File: config.mk
export PLATFORM = sky130hd
export DESIGN_NAME = wb_master_arbiter
export DESIGN_NICKNAME = d
export VERILOG_FILES = /design/src/rtl/wb_master_arbiter.sv
export SDC_FILE = /design/constraint.sdc
export NUM_CORES = 1
export LEC_CHECK = 0
export CAP_MARGIN = 20
export CORE_AREA = 4 4 122 124
export CTS_CLUSTER_DIAMETER = 40
export CTS_CLUSTER_SIZE = 30
export DETAILED_ROUTE_END_ITERATION = 16
export DIE_AREA = 0 0 126 128
export PLACE_DENSITY = 0.67
export SKIP_CTS_REPAIR_TIMING = 1
export SLEW_MARGIN = 15
export SYNTH_ARGS = -nofsm -noshare
export SYNTH_HDL_FRONTEND = slang
export SYNTH_SLANG_ARGS = --single-unit
File: constraint.sdc
create_clock -name wb_clk_i -period 3.8 [get_ports wb_clk_i]
set_clock_uncertainty 0.1 [all_clocks]
set_input_delay 0.76 -clock wb_clk_i [delete_from_list [all_inputs] [get_ports wb_clk_i]]
set_output_delay 0.76 -clock wb_clk_i [all_outputs]
set_load 0.02 [all_outputs]
File: src/rtl/wb_master_arbiter.sv
// Two-master Wishbone arbiter (instruction fetch = master 0, load/store = master 1)
// onto a single interconnect port. Optional watchdog: define WB_ARB_TIMEOUT_EN.
module wb_master_arbiter #(
  parameter int unsigned TIMEOUT_CYCLES = 255
) (
  input  logic        wb_clk_i,
  input  logic        wb_rst_i,

  input  logic [31:0] wbm0_adr_i,
  input  logic [31:0] wbm0_dat_i,
  input  logic [3:0]  wbm0_sel_i,
  input  logic        wbm0_we_i,
  input  logic        wbm0_cyc_i,
  input  logic        wbm0_stb_i,
  output logic [31:0] wbm0_dat_o,
  output logic        wbm0_ack_o,
  output logic        wbm0_err_o,
  output logic        wbm0_rty_o,

  input  logic [31:0] wbm1_adr_i,
  input  logic [31:0] wbm1_dat_i,
  input  logic [3:0]  wbm1_sel_i,
  input  logic        wbm1_we_i,
  input  logic        wbm1_cyc_i,
  input  logic        wbm1_stb_i,
  output logic [31:0] wbm1_dat_o,
  output logic        wbm1_ack_o,
  output logic        wbm1_err_o,
  output logic        wbm1_rty_o,

  output logic [31:0] wbs_adr_o,
  output logic [31:0] wbs_dat_o,
  output logic [3:0]  wbs_sel_o,
  output logic        wbs_we_o,
  output logic        wbs_cyc_o,
  output logic        wbs_stb_o,
  input  logic [31:0] wbs_dat_i,
  input  logic        wbs_ack_i,
  input  logic        wbs_err_i,
  input  logic        wbs_rty_i
);

  if (TIMEOUT_CYCLES < 1 || TIMEOUT_CYCLES > 255) begin : g_bad_timeout
    $error("wb_master_arbiter: TIMEOUT_CYCLES must be 1..255");
  end

  typedef enum logic [1:0] {IDLE, GNT0, GNT1} state_t;

  state_t state, state_nxt;
  logic   last_gnt, last_gnt_nxt;   // 0 = master 0, 1 = master 1
  logic   timeout;

  always_ff @(posedge wb_clk_i or posedge wb_rst_i) begin
    if (wb_rst_i) begin
      state    <= IDLE;
      last_gnt <= 1'b1;
    end else begin
      state    <= state_nxt;
      last_gnt <= last_gnt_nxt;
    end
  end

  always_comb begin
    state_nxt    = state;
    last_gnt_nxt = last_gnt;
    unique case (state)
      IDLE: begin
        if (wbm0_cyc_i && wbm1_cyc_i) begin
          state_nxt    = last_gnt ? GNT0 : GNT1;
          last_gnt_nxt = ~last_gnt;
        end else if (wbm0_cyc_i) begin
          state_nxt    = GNT0;
          last_gnt_nxt = 1'b0;
        end else if (wbm1_cyc_i) begin
          state_nxt    = GNT1;
          last_gnt_nxt = 1'b1;
        end
      end
      GNT0:    if (!wbm0_cyc_i) state_nxt = IDLE;
      GNT1:    if (!wbm1_cyc_i) state_nxt = IDLE;
      default: state_nxt = IDLE;
    endcase
  end

`ifdef WB_ARB_TIMEOUT_EN
  logic [7:0] to_cnt;

  // A genuine ack in the expiry cycle wins over the watchdog.
  assign timeout = (state != IDLE) && (to_cnt == 8'(TIMEOUT_CYCLES)) && !wbs_ack_i;

  always_ff @(posedge wb_clk_i or posedge wb_rst_i) begin
    if (wb_rst_i) begin
      to_cnt <= '0;
    end else if (state == IDLE || wbs_ack_i || wbs_err_i || wbs_rty_i || timeout) begin
      to_cnt <= '0;
    end else if (wbs_cyc_o && wbs_stb_o) begin
      to_cnt <= to_cnt + 8'd1;
    end
  end
`else
  assign timeout = 1'b0;
`endif

  assign wbm0_dat_o = wbs_dat_i;
  assign wbm1_dat_o = wbs_dat_i;

  always_comb begin
    wbs_adr_o  = '0;
    wbs_dat_o  = '0;
    wbs_sel_o  = '0;
    wbs_we_o   = 1'b0;
    wbs_cyc_o  = 1'b0;
    wbs_stb_o  = 1'b0;
    wbm0_ack_o = 1'b0;
    wbm0_err_o = 1'b0;
    wbm0_rty_o = 1'b0;
    wbm1_ack_o = 1'b0;
    wbm1_err_o = 1'b0;
    wbm1_rty_o = 1'b0;
    unique case (state)
      GNT0: begin
        wbs_adr_o  = wbm0_adr_i;
        wbs_dat_o  = wbm0_dat_i;
        wbs_sel_o  = wbm0_sel_i;
        wbs_we_o   = wbm0_we_i;
        wbs_cyc_o  = wbm0_cyc_i;
        wbs_stb_o  = wbm0_stb_i && !timeout;
        wbm0_ack_o = wbs_ack_i;
        wbm0_err_o = wbs_err_i || timeout;
        wbm0_rty_o = wbs_rty_i;
      end
      GNT1: begin
        wbs_adr_o  = wbm1_adr_i;
        wbs_dat_o  = wbm1_dat_i;
        wbs_sel_o  = wbm1_sel_i;
        wbs_we_o   = wbm1_we_i;
        wbs_cyc_o  = wbm1_cyc_i;
        wbs_stb_o  = wbm1_stb_i && !timeout;
        wbm1_ack_o = wbs_ack_i;
        wbm1_err_o = wbs_err_i || timeout;
        wbm1_rty_o = wbs_rty_i;
      end
      default: ;
    endcase
  end

endmodule

==> impl_metrics.json, run 1 <==
{
  "outcome": "completed",
  "syn_inst": 256,
  "yosysSeqAreaShare_pct": 4.14,
  "std_cell_rows": 43,
  "wl_per_cell_um": 15.0,
  "power_leakage_nw": 1.24,
  "cts_tree": "done",
  "tightestPinTransition_ns": 0.518,
  "tns_ns": 0,
  "first_pass_iters": 4,
  "fin_crit_ns": 3.28,
  "synth.top_cell.area_share_pct": 29.7,
  "synth_mux_area_share_pct": 0.611,
  "cp-end-kind": "output port",
  "antenna_found_initial": 1,
  "grt_setup_unrepaired": "false",
  "p_clk_share_pct": 7.7,
  "synth_xor_area_share_pct": 0,
  "totalWireLength_um": 8710,
  "gp_congestion": 0.776,
  "root_buffer": "clkbuf_16",
  "synth-compound-area-share_pct": 31.6,
  "fp.coreArea_um2": 13800,
  "max-cap-violations": 0,
  "synth_top_family_by_area": "buffers and inverters",
  "p_total_w": 0.00218,
  "cp_slowest_cell": "ha_2",
  "clk_latency_ns": 0.23,
  "setup_slack_ns": 0.516,
  "die_w_um": 126,
  "synth_top_area_cell": "buf_4",
  "crit_required_ns": 2.94,
  "ys_ff_latch": 3,
  "mostFrequentLayoutCell": "clkdlybuf4s50_1",
  "finalMaxSlewViolations": 0,
  "grt_overflow_total": 0,
  "vias": 2368,
  "finalHoldViolations": 0,
  "synth_adder_area_share_pct": 2.04,
  "floorplan.initialDensity_pct": 13.4,
  "cts_buffers": 3,
  "port_buffers": 223,
  "drt_iter0_markers": 49,
  "crit_path_max_fanout": 38,
  "switchingPower_w": 0.00101,
  "path_cells": "inv_1 -> ha_2 -> buf_12 -> nor2b_1 -> clkdlybuf4s50_1",
  "grt_max_degree": 76,
  "yosys.cell_types.count": 21,
  "fmax_mhz": 305,
  "dpl-instance-area_um2": 3750,
  "dp_hpwl_um": 7020,
  "critical_path_class": "flop to output port",
  "ir_drop_mv": 0.421,
  "crit_buf_inv": 3,
  "p_seq_share_pct": 2.9,
  "ios": 320,
  "fin_crit_sh_pct": 86.4,
  "nNetsFinal": 582,
  "hold_class": "flop to flop",
  "switching_share_pct": 46.4,
  "p_per_area_nw_per_um2": 570,
  "critPathTopFamily": "buffers and inverters",
  "route.antenna.remaining_nets": 0,
  "area_delta_synth_final_pct": 108,
  "syn_area_per_cell_um2": 7.20,
  "grt_pass1_vias": 2470,
  "r2r_setup_slack_ns": 2.05,
  "layout_common_cells": "clkdlybuf4s50_1, a22oi_1, nor2b_1",
  "crit_path_start_kind": "flop",
  "final_core_util_pct": 27.8,
  "chipHeight_um": 128,
  "grt_pass1_wl_um": 12600,
  "setup_viol_count_final": 0,
  "yosys_warnings": 0,
  "syn_nets": 438,
  "clk_pin_slew_ns": 0.03,
  "clock_path_buffers": 2,
  "max-slew-margin-rel_pct": 65.4,
  "worstPathArrival_ns": 2.42,
  "dieArea_um2": 16100,
  "syn_area_um2": 1840,
  "drc": 0,
  "antennaDiodeCount": 0,
  "slowest_delay_ns": 0.66,
  "synth_area_leaders": "buf_4, a22oi_1, nor2b_1, dfrtp_1, and2_1",
  "final_area_um2": 3820,
  "synth-simple-area-share_pct": 26.7,
  "htreeDepth": 1,
  "fillCellCount": 1500,
  "layout-drive-gt1-share_pct": 3.26,
  "post-place-ws_ns": 0.672,
  "internal_power_w": 0.00117,
  "viasPerCell": 4.09,
  "grt.total_usage_pct": 9.70,
  "combPwrFrac_pct": 89.3,
  "clock-sinks": 3
}
through the flow:
stage                     std cells  hold WS (ns)
after floorplan                 256         0.360
after global placement          575         0.374
after detailed placement        575         0.387
after CTS                       579         0.390
after global routing            579         0.397
final                           579         0.383
registers in the layout, indices dropped and copies added (netlist names):
name and flops:
last_gnt 1, state 2
layout make-up:
cell class / instances / area, um^2 / share of cell area (%)
Multi-Input combinational cell: 160 / 1130 / 29.5
Tap cell: 180 / 225 / 5.89
Timing Repair Buffer: 226 / 2290 / 59.9
Sequential cell: 3 / 76.3 / 2.00
Clock buffer: 4 / 78.8 / 2.06
Inverter: 6 / 22.5 / 0.589
synth_stat cells:
cell type	instances
clkbuf_1	7
buf_4	73
nor2b_1	70
a22oi_1	70
a22oi_2	1
dfrtp_1	2
nand2_1	1
buf_6	2
inv_1	6
and2b_1	1
a21oi_1	2
dfstp_2	1
buf_2	5
a21boi_0	1
and2_1	6
o31ai_2	1
nand3_1	1
o21ai_0	1
mux2_2	1
a22o_1	1
ha_1	3
worst min-delay path: stages (launching register included):
cell and delay (ns):
dfstp_2 0.36, inv_1 0.04, a21boi_0 0.06
routing by layer:
metal	up-vias	track usage (%)	part of all wire, %
met5	-	0	0.080
met4	2	4.67	3.4
met3	33	3.00	11
met2	155	18.0	50
met1	1065	9.88	36
li1	1113	-	-
final timing paths:
check | cells past startpoint | end | startpoint
hold / removal | 2 | last_gnt | last_gnt
min in group asynchronous | 2 | state[1] | wb_rst_i
setup / recovery | 5 | wbs_dat_o[11] | state[0]
max in group asynchronous | 2 | last_gnt | wb_rst_i
hold reg to reg | 2 | last_gnt | last_gnt
setup reg to reg | 6 | state[0] | state[0]
logic make-up (layout without fill, tap and decap cells):
family	Yosys count	count (layout)
AO/OA/AOI/OAI	77	77
buffers and inverters	93	236
flip-flops	3	3
adder cells (fa/ha/maj)	3	3
multiplexers	1	1
AND/OR/NAND/NOR	79	79
power groups by stage:
stage	sequential, W	clock (W)	combinational, W
floorplan	0.0000591	0	0.00126
global placement	0.0000622	0	0.00194
detailed placement	0.0000636	0	0.00197
CTS	0.0000633	0.000172	0.00198
global route	0.0000658	0.000174	0.00209
finish	0.0000638	0.000169	0.00195
(Power assumes the default switching activity.)
==> run 2: changes to the inputs <==
- CORE_AREA: 4 4 122 124 -> 2 2 124 126
- GPL_ROUTABILITY_DRIVEN: default -> 0
- PLACE_DENSITY: 0.67 -> 0.64
- SLEW_MARGIN: 15 -> 5
==> impl_metrics.json, run 2 (same netlist as run 1, synthesis figures left out) <==
{
  "cp_slowest_cell": "clkdlybuf4s50_1",
  "std_cell_rows": 45,
  "cts_buffers": 3,
  "cts_tree": "done",
  "clk_latency_ns": 0.22,
  "nNetsFinal": 582,
  "hold_class": "flop to flop",
  "crit_required_ns": 2.94,
  "fp.coreArea_um2": 14900,
  "grt_util_met3_pct": 2.71,
  "grt.busiest_layer": "met2",
  "first_pass_iters": 4,
  "use_met2_pct": 16.9,
  "setup_viol_count_final": 0,
  "dp_hpwl_um": 6330,
  "dieArea_um2": 16100,
  "tightestPinTransition_ns": 0.449,
  "top_regs": "state: 2 flops, last_gnt: 1 flops",
  "finalHoldViolations": 0,
  "final_core_util_pct": 25.8,
  "power_leakage_nw": 1.24,
  "port_buffers": 223,
  "grt_max_degree": 76,
  "wl_per_cell_um": 13.6,
  "cp-end-kind": "output port",
  "drc": 0,
  "top_register": "state",
  "grt.total_usage_pct": 9.04,
  "slowest_delay_ns": 0.63,
  "route.antenna.remaining_nets": 0,
  "worstPathArrival_ns": 2.39,
  "max-slew-margin-rel_pct": 70.1,
  "dp.cells": 583,
  "fillCellCount": 1602,
  "ios": 320,
  "area_delta_synth_final_pct": 108,
  "hold_depth": 2,
  "grt_pass1_wl_um": 12100,
  "fin_crit_ns": 3.25,
  "finalMaxSlewViolations": 0,
  "path_cells": "inv_1 -> ha_2 -> buf_12 -> nor2b_1 -> clkdlybuf4s50_1",
  "viasPerCell": 3.98,
  "clock-sinks": 3,
  "grt_pass1_vias": 2430,
  "clk_pin_slew_ns": 0.03,
  "grt_overflow_total": 0,
  "drt_iter0_markers": 68,
  "mostFrequentLayoutCell": "clkdlybuf4s50_1",
  "fmax_mhz": 308,
  "crit_path_max_fanout": 42,
  "tns_ns": 0,
  "grt_setup_unrepaired": "false",
  "worst-path-stages": 5,
  "root_buffer": "clkbuf_16",
  "antennaDiodeCount": 0,
  "totalWireLength_um": 8000,
  "chipHeight_um": 128,
  "vias": 2335,
  "ff2ff_path_depth": 6,
  "crit_path_start_kind": "flop",
  "critical_path_class": "flop to output port",
  "p_per_area_nw_per_um2": 567,
  "clock_path_buffers": 2,
  "crit_buf_inv": 3,
  "layout_common_cells": "clkdlybuf4s50_1, a22oi_1, nor2b_1",
  "htreeDepth": 1,
  "critPathTopFamily": "buffers and inverters",
  "outcome": "completed",
  "grt.met1_usage_pct": 9.47,
  "largest_reg_flops": 2,
  "floorplan.initialDensity_pct": 12.4,
  "die_w_um": 126,
  "final_cells": 587,
  "ir_drop_mv": 0.524,
  "max-cap-violations": 0,
  "antenna_found_initial": 0,
  "layout-drive-gt1-share_pct": 3.26,
  "fin_crit_sh_pct": 85.5
}
## run 2: area by class of cell
cell class | count | area [um^2] | share of cell area (%)
Tap cell | 188 | 235 | 6.13
Timing Repair Buffer | 226 | 2290 | 59.8
Sequential cell | 3 | 76.3 | 1.99
Clock buffer | 4 | 78.8 | 2.06
Multi-Input combinational cell | 160 | 1130 | 29.5
Inverter | 6 | 22.5 | 0.587
## run 2: power breakdown
group	switching, W	total (W)	internal (W)
clock	0.0000299	0.000169	0.000139
combinational	0.000963	0.00194	0.000980
sequential	0.0000132	0.0000639	0.0000508
## run 2: metal layers
metal | wire [um] | vias up
met2 | 4050 | 149
met1 | 2910 | 1045
met3 | 812 | 27
met5 | 0 | -
met4 | 236 | 0
li1 | - | 1114
## run 2: metrics by stage
| stage | area, um^2 | power, W | worst slack, ns | hold slack, ns |
|---|---|---|---|---|
| after floorplan | 1840 | 0.00132 | 1.59 | 0.360 |
| after global placement | 3760 | 0.00198 | 0.694 | 0.377 |
| after detailed placement | 3760 | 0.00203 | 0.675 | 0.389 |
| after CTS | 3830 | 0.00221 | 0.519 | 0.394 |
| after global routing | 3830 | 0.00234 | 0.370 | 0.418 |
| final | 3830 | 0.00217 | 0.552 | 0.395 |
## run 2: final timing paths
path | start | to | slack [ns]
worst max-delay path | state[0] | wbs_dat_o[6] | 0.55
worst min-delay path | last_gnt | last_gnt | 0.40
worst max register to register | state[1] | state[0] | 2.03
worst min register to register | last_gnt | last_gnt | 0.40
max in group asynchronous | wb_rst_i | last_gnt | 2.79
min in group asynchronous | wb_rst_i | state[1] | 0.60
## run 2: worst min-delay path, cell delays in order (launching register included)
cell and delay, ns:
dfstp_2 0.37, inv_1 0.04, a21boi_0 0.07
